$ cat src/rtl/riscv_i32_ifetch_prefetch_pkg.sv
// Shared types for the instruction-fetch memory bridge and its neighbours.
package riscv_i32_ifetch_prefetch_pkg;

    // Fetch request as driven by the fetch-debug stage.
    typedef struct packed {
        logic        valid;
        logic [31:0] address;
        logic        sequential;
        logic [2:0]  mode;
        logic        flush;
    } t_ifetch_req;

    // Fetch response returned to the fetch-debug stage.
    typedef struct packed {
        logic        valid;
        logic        debug;
        logic [31:0] data;
        logic [2:0]  mode;
        logic        error;
        logic [1:0]  tag;
    } t_ifetch_resp;

    // Read request towards the instruction SRAM/bus.
    typedef struct packed {
        logic        valid;
        logic [31:0] address;
    } t_ifetch_mem_req;

    // Read data from the instruction SRAM/bus.
    typedef struct packed {
        logic        valid;
        logic [31:0] data;
        logic        error;
    } t_ifetch_mem_resp;

    typedef enum logic [1:0] {
        IDLE,
        WAIT_DEMAND,
        PREFETCH
    } t_pf_state;

    localparam logic [31:0] WORD_BYTES = 32'd4;

    // True when the next sequential word stays inside the same 2^log2-byte region.
    // A 32-bit wrap changes the upper bits, so it is rejected as well.
    function automatic logic same_region(input logic [31:0] addr, input int log2);
        logic [31:0] nxt;
        nxt = addr + WORD_BYTES;
        return (nxt >> log2) == (addr >> log2);
    endfunction

endpackage

$ cat src/rtl/riscv_i32_ifetch_prefetch.sv
// Instruction-fetch memory bridge: single-outstanding memory reads plus a
// one-word sequential prefetch buffer that lets the next sequential fetch
// complete without touching memory.
module riscv_i32_ifetch_prefetch
    import riscv_i32_ifetch_prefetch_pkg::*;
#(
    parameter int PF_BOUNDARY_LOG2 = 12
) (
    input  logic        clk,
    input  logic        reset,
    input  logic        ifetch_req__valid,
    input  logic [31:0] ifetch_req__address,
    input  logic        ifetch_req__sequential,
    input  logic [2:0]  ifetch_req__mode,
    input  logic        ifetch_req__flush,
    output logic        ifetch_resp__valid,
    output logic        ifetch_resp__debug,
    output logic [31:0] ifetch_resp__data,
    output logic [2:0]  ifetch_resp__mode,
    output logic        ifetch_resp__error,
    output logic [1:0]  ifetch_resp__tag,
    output logic        mem_req__valid,
    output logic [31:0] mem_req__address,
    input  logic        mem_req_ack,
    input  logic        mem_resp__valid,
    input  logic [31:0] mem_resp__data,
    input  logic        mem_resp__error
);

    t_pf_state       state;
    t_ifetch_resp    resp_q;
    t_ifetch_mem_req mreq_q;

    // Prefetch buffer: pf_addr/pf_mode also track the in-flight prefetch.
    logic        pf_valid;
    logic [31:0] pf_addr;
    logic [31:0] pf_data;
    logic        pf_error;
    logic [2:0]  pf_mode;

    logic        discard;
    logic        outstanding;
    logic [1:0]  tag_cnt;
    logic [31:0] dmd_addr;
    logic [2:0]  dmd_mode;

    // The sequential hint is redundant with the address compare.
    logic unused_sequential;
    assign unused_sequential = ifetch_req__sequential;

    logic accept;
    logic misaligned;
    logic pf_hit;
    logic pf_req_match;
    logic pf_drop;

    assign accept       = (state == IDLE) && ifetch_req__valid;
    assign misaligned   = |ifetch_req__address[1:0];
    assign pf_hit       = pf_valid && !ifetch_req__flush &&
                          (pf_addr == ifetch_req__address) && (pf_mode == ifetch_req__mode);
    // A held request that wants exactly the word currently being prefetched.
    assign pf_req_match = ifetch_req__valid && !ifetch_req__flush &&
                          (pf_addr == ifetch_req__address) && (pf_mode == ifetch_req__mode);
    // Returning prefetch data is useless if someone asked for something else.
    assign pf_drop      = discard || (ifetch_req__valid && !pf_req_match);

    // Request acceptance, memory sequencing and prefetch buffer maintenance.
    always_ff @(posedge clk) begin
        if (reset) begin
            state       <= IDLE;
            resp_q      <= '0;
            mreq_q      <= '0;
            pf_valid    <= 1'b0;
            pf_addr     <= '0;
            pf_data     <= '0;
            pf_error    <= 1'b0;
            pf_mode     <= '0;
            discard     <= 1'b0;
            outstanding <= 1'b0;
            tag_cnt     <= '0;
            dmd_addr    <= '0;
            dmd_mode    <= '0;
        end else begin
            resp_q <= '0;
            if (mreq_q.valid && mem_req_ack) begin
                mreq_q.valid <= 1'b0;
                outstanding  <= 1'b1;
            end
            if (mem_resp__valid) begin
                outstanding <= 1'b0;
            end

            case (state)
                IDLE: begin
                    if (ifetch_req__valid) begin
                        if (ifetch_req__flush) begin
                            pf_valid <= 1'b0;
                        end
                        if (misaligned) begin
                            resp_q  <= '{valid: 1'b1, debug: 1'b0, data: 32'h0,
                                         mode: ifetch_req__mode, error: 1'b1, tag: tag_cnt};
                            tag_cnt <= tag_cnt + 2'd1;
                        end else if (pf_hit) begin
                            resp_q   <= '{valid: 1'b1, debug: 1'b0, data: pf_data,
                                          mode: ifetch_req__mode, error: pf_error, tag: tag_cnt};
                            tag_cnt  <= tag_cnt + 2'd1;
                            pf_valid <= 1'b0;
                            if (!pf_error && same_region(ifetch_req__address, PF_BOUNDARY_LOG2)) begin
                                mreq_q  <= '{valid: 1'b1, address: ifetch_req__address + WORD_BYTES};
                                pf_addr <= ifetch_req__address + WORD_BYTES;
                                pf_mode <= ifetch_req__mode;
                                state   <= PREFETCH;
                            end
                        end else begin
                            mreq_q   <= '{valid: 1'b1, address: ifetch_req__address};
                            dmd_addr <= ifetch_req__address;
                            dmd_mode <= ifetch_req__mode;
                            state    <= WAIT_DEMAND;
                        end
                    end
                end

                WAIT_DEMAND: begin
                    if (mem_resp__valid) begin
                        resp_q  <= '{valid: 1'b1, debug: 1'b0, data: mem_resp__data,
                                     mode: dmd_mode, error: mem_resp__error, tag: tag_cnt};
                        tag_cnt <= tag_cnt + 2'd1;
                        if (!mem_resp__error && same_region(dmd_addr, PF_BOUNDARY_LOG2)) begin
                            mreq_q  <= '{valid: 1'b1, address: dmd_addr + WORD_BYTES};
                            pf_addr <= dmd_addr + WORD_BYTES;
                            pf_mode <= dmd_mode;
                            state   <= PREFETCH;
                        end else begin
                            state <= IDLE;
                        end
                    end
                end

                PREFETCH: begin
                    if (ifetch_req__valid && !pf_req_match) begin
                        discard <= 1'b1;
                    end
                    if (mem_resp__valid) begin
                        discard <= 1'b0;
                        if (pf_drop) begin
                            // Held demand is re-examined from IDLE next cycle.
                            pf_valid <= 1'b0;
                            state    <= IDLE;
                        end else if (pf_req_match) begin
                            // Forward straight to the waiting fetch and keep streaming.
                            resp_q  <= '{valid: 1'b1, debug: 1'b0, data: mem_resp__data,
                                         mode: pf_mode, error: mem_resp__error, tag: tag_cnt};
                            tag_cnt <= tag_cnt + 2'd1;
                            if (!mem_resp__error && same_region(pf_addr, PF_BOUNDARY_LOG2)) begin
                                mreq_q  <= '{valid: 1'b1, address: pf_addr + WORD_BYTES};
                                pf_addr <= pf_addr + WORD_BYTES;
                                state   <= PREFETCH;
                            end else begin
                                state <= IDLE;
                            end
                        end else begin
                            pf_valid <= 1'b1;
                            pf_data  <= mem_resp__data;
                            pf_error <= mem_resp__error;
                            state    <= IDLE;
                        end
                    end
                end

                default: state <= IDLE;
            endcase
        end
    end

    assign ifetch_resp__valid = resp_q.valid;
    assign ifetch_resp__debug = resp_q.debug;
    assign ifetch_resp__data  = resp_q.data;
    assign ifetch_resp__mode  = resp_q.mode;
    assign ifetch_resp__error = resp_q.error;
    assign ifetch_resp__tag   = resp_q.tag;
    assign mem_req__valid     = mreq_q.valid;
    assign mem_req__address   = mreq_q.address;

    // Memory must only answer what was asked; responses never stack without a fresh accept.
    a_resp_owed: assert property (@(posedge clk) disable iff (reset)
        mem_resp__valid |-> (outstanding || (mreq_q.valid && mem_req_ack)));
    a_resp_pulse: assert property (@(posedge clk) disable iff (reset)
        (ifetch_resp__valid && !accept) |=> !ifetch_resp__valid);

endmodule
$ cat config.mk
export PLATFORM = sky130hd
export DESIGN_NAME = riscv_i32_ifetch_prefetch
export DESIGN_NICKNAME = d
export VERILOG_FILES = /design/src/rtl/riscv_i32_ifetch_prefetch_pkg.sv /design/src/rtl/riscv_i32_ifetch_prefetch.sv
export SDC_FILE = /design/constraint.sdc
export NUM_CORES = 1
export LEC_CHECK = 0
export CORE_MARGIN = 8
export CORE_UTILIZATION = 47
export CTS_CLUSTER_DIAMETER = 40
export DETAILED_ROUTE_END_ITERATION = 6
export GPL_TIMING_DRIVEN = 0
export PLACE_DENSITY = 0.8
export SYNTH_ARGS = -nofsm -noshare
export SYNTH_HDL_FRONTEND = slang
export SYNTH_SLANG_ARGS = --single-unit
$ cat constraint.sdc
create_clock -name clk -period 4.37 [get_ports clk]
set_input_delay 0.437 -clock clk [delete_from_list [all_inputs] [get_ports clk]]
set_output_delay 0.437 -clock clk [all_outputs]
set_load 0.005 [all_outputs]
==> impl_metrics.ini <==
[outcome]
outcome = finished, violations left
violations = design-rule violations

[sta]
min_period_ps = 3910
finalSetupViolations = 0
worst_slack_ps = 463
timing.fmax_ghz = 0.256
finClkSkew_ps = 19.7
setup_tns_ps = 0
rsz0062_at_grt = no
period_share = 0.894
maxSlewViolCount = 0
worst_pin_slew_ps = 1120
hold_viol_final = 0
slew_headroom = 0.253

[drt]
top_layer = met4
vias_per_cell = 6.31
m1WireLength_mm = 17.5
drc = 1
wl_met2_mm = 18.1
ant_nets = 0
drt-pass1-iter-count = 7
drt_iter0_drc = 1617
wl_mm = 42.3
num_vias = 10900
wl_per_cell_um = 24.6
wl_met3_mm = 5.23

[global_routing]
gr-usage-all-layers = 0.308
grt_pass1_vias = 9988
grt_max_degree = 23
grt_first_pass_wirelength_mm = 62.7
antenna_found_initial = 0
grt_overflow = 0

[power_and_ir_drop]
power_uw = 3840
power_density_nw_per_um2 = 306
leakage_uw = 0.00429
peakVddDrop_uv = 246

[floorplan]
die_h_um = 164
rows = 54
core_area_um2 = 21700
start_util = 0.476
die_x_um = 164
dieArea_um2 = 27000
io_pins = 148

[final_layout]
num-fill-cells = 2017
final_cells = 1720
final_core_util = 0.580
final-seq-area_um2 = 3620
multiInputGateArea_um2 = 6090
antenna_cells = 0
drive_above_1_share = 0.0694
area_delta_synth_final_pct = 21.7
final_nets = 1510

[synth]
ys_types = 75
netlist_instances = 1284
synth_edf_count = 0
syn_avg_cell_area_um2 = 8.05
async_flop_share = 0
seq_area_frac_synth = 0.351
synth_nets = 1367
yosys_warnings = 0
synth_area_um2 = 10300
ys_dominant_reg_cell = dfxtp_1
ys_ff_latch = 181

[critical_path]
critPathRequiredTime_ps = 4680
cp_slowest_cell = nor3_1
end_kind = flip-flop
r2r_setup_slack_ps = 460
cp_cell_sequence = clkbuf_1, nand4_1, nor3_1, nand3_1, xnor2_1, and2_1, a221oi_1, o2bb2ai_1
arrival_ps = 4210
path_class = reg2reg
cp_slowest_stage_delay_ps = 890
cp-start-kind = flip-flop
critPathMaxFanout = 9
crit_buf_inv = 1
cp_top_family = simple AND/OR/NAND/NOR gates

[job]
max_cap_violations = 0

[clocking]
root_buffer = clkbuf_16
post_cts_buffers = 0
ctsResizeCount = 0
insertion_delay_ps = 460
clkTransAtPathRegs_ps = 80
clock_path_buffers = 2
h-tree-depth = 4
cts_tree = done
cts_sinks = 181
cts_buffers = 17
cts-hold-fix-buffers = 0

[place]
portBuffers = 124
hpwl_mm = 31.9
placedCellCount = 1688
dp_slack_ps = 238
routabilityCongestion = 1.02

[hold_path]
hold_class = in2reg
## area by class of cell
cell class | count | area share
multi-input combinational | 966 | 0.485
sequential | 181 | 0.288
timing repair buffer | 124 | 0.0987
buffer | 115 | 0.0430
clock buffer | 17 | 0.0338
tap | 280 | 0.0279
clock inverter | 15 | 0.0171
inverter | 22 | 0.00657
## flip-flops by register name (all words and copies together), names as in the netlist
| signal | cells |
|---|---|
| ifetch_resp__data | 32 |
| ifetch_resp__error | 1 |
| mem_req__address | 32 |
| ifetch_resp__mode | 3 |
| pf_addr | 32 |
| discard | 1 |
| ifetch_resp__valid | 1 |
| dmd_mode | 3 |
| pf_mode | 3 |
| state | 2 |
| pf_data | 32 |
| dmd_addr | 32 |
| pf_error | 1 |
| pf_valid | 1 |
| mem_req__valid | 1 |
| ifetch_resp__tag | 2 |
| tag_cnt | 2 |
## placed cells by master, fill, tap and decap left out, types with 17 or more instances in the layout
master	count
nand2_1	218
dfxtp_1	181
clkdlybuf4s50_1	124
a21oi_1	98
clkbuf_1	71
nor2_1	66
xor2_1	64
xnor2_1	41
nand3_1	38
nor3_1	33
nand4_1	32
a22o_1	32
o2bb2ai_1	29
nor4_1	26
o21ai_0	26
buf_2	24
and3_1	22
a221oi_1	21
inv_1	19
clkbuf_16	17
## power by group
part           switching (µW)  internal, µW  leakage (µW)  total (µW)
registers                24.4          1680       0.00146        1700
logic                     298           168       0.00252         466
clock network             871           804      0.000308        1670
total                    1190          2650       0.00429        3840
## Yosys cell counts (3+ instances only)
cell type,instances,area share
mux2i_1,10,0.0097
or3_1,9,0.0054
nor2b_1,6,0.0036
a221oi_1,21,0.018
mux2_2,4,0.0044
a22oi_1,5,0.0036
o22ai_1,11,0.0067
a311o_1,6,0.0058
xnor2_1,41,0.035
dfxtp_1,181,0.35
inv_1,19,0.0069
nor4_1,27,0.016
o2bb2ai_1,29,0.025
nor3b_1,6,0.0044
nor4_2,5,0.0061
nand3_1,38,0.018
a21oi_1,98,0.047
nor3_1,33,0.016
buf_4,9,0.0065
clkbuf_1,71,0.026
a22o_1,32,0.027
o21ai_0,26,0.013
o31ai_1,13,0.0094
xor2_1,64,0.054
nand3b_1,12,0.0087
buf_1,4,0.0015
ha_1,8,0.0097
buf_2,24,0.012
and2_1,9,0.0054
a32o_1,4,0.0039
buf_6,3,0.0033
nand4_1,32,0.019
nand2_1,218,0.079
nor2_1,66,0.024
and4_1,15,0.013
and3_1,22,0.013
or4_1,4,0.0029
o211ai_1,12,0.0087
o31a_1,11,0.0093
a31oi_1,3,0.0018
nand2b_1,3,0.0018
or2_2,3,0.0018
a211oi_1,14,0.010
a211o_1,7,0.0059
o21a_1,5,0.0036
## logic make-up after synthesis
family                     synth area share
and+or+nand+nor                       0.253
xor gates and xnor gates             0.0890
muxes                                0.0140
adders and majority gates           0.00969
DFF                                   0.351
buffers and inverters                0.0603
other                              0.000363
AOI/OAI and AO/OA                     0.223
## metal layers
metal / GRT usage / vias up
met5: 0 / -
met2: 0.458 / 752
met1: 0.418 / 5079
met4: 0.136 / 0
li1: - / 4929
met3: 0.0727 / 98
## metrics by stage
step	area [µm²]	hold slack [ps]
after global routing	12600	274
final	12600	259
after global placement	11900	441
after CTS	12600	247
after detailed placement	11900	445
after floorplan	10300	436
## tightest hold or removal path, stage by stage
cell     delay, ps
buf_6          120
nand2_1         60
a21oi_1         50
## final timing paths
path              cells after the start                                end                     start
setup / recovery                      8  mem_req__address[27]$_SDFFE_PP0P_   pf_addr[6]$_SDFFE_PP0P_
hold / removal                        3          dmd_addr[15]$_SDFFE_PP0P_   ifetch_req__address[15]
setup reg to reg                      8  mem_req__address[27]$_SDFFE_PP0P_   pf_addr[6]$_SDFFE_PP0P_
hold reg to reg                       2           pf_data[31]$_SDFFE_PP0P_  pf_data[31]$_SDFFE_PP0P_
Note: power is estimated with default switching activity, not from simulation.
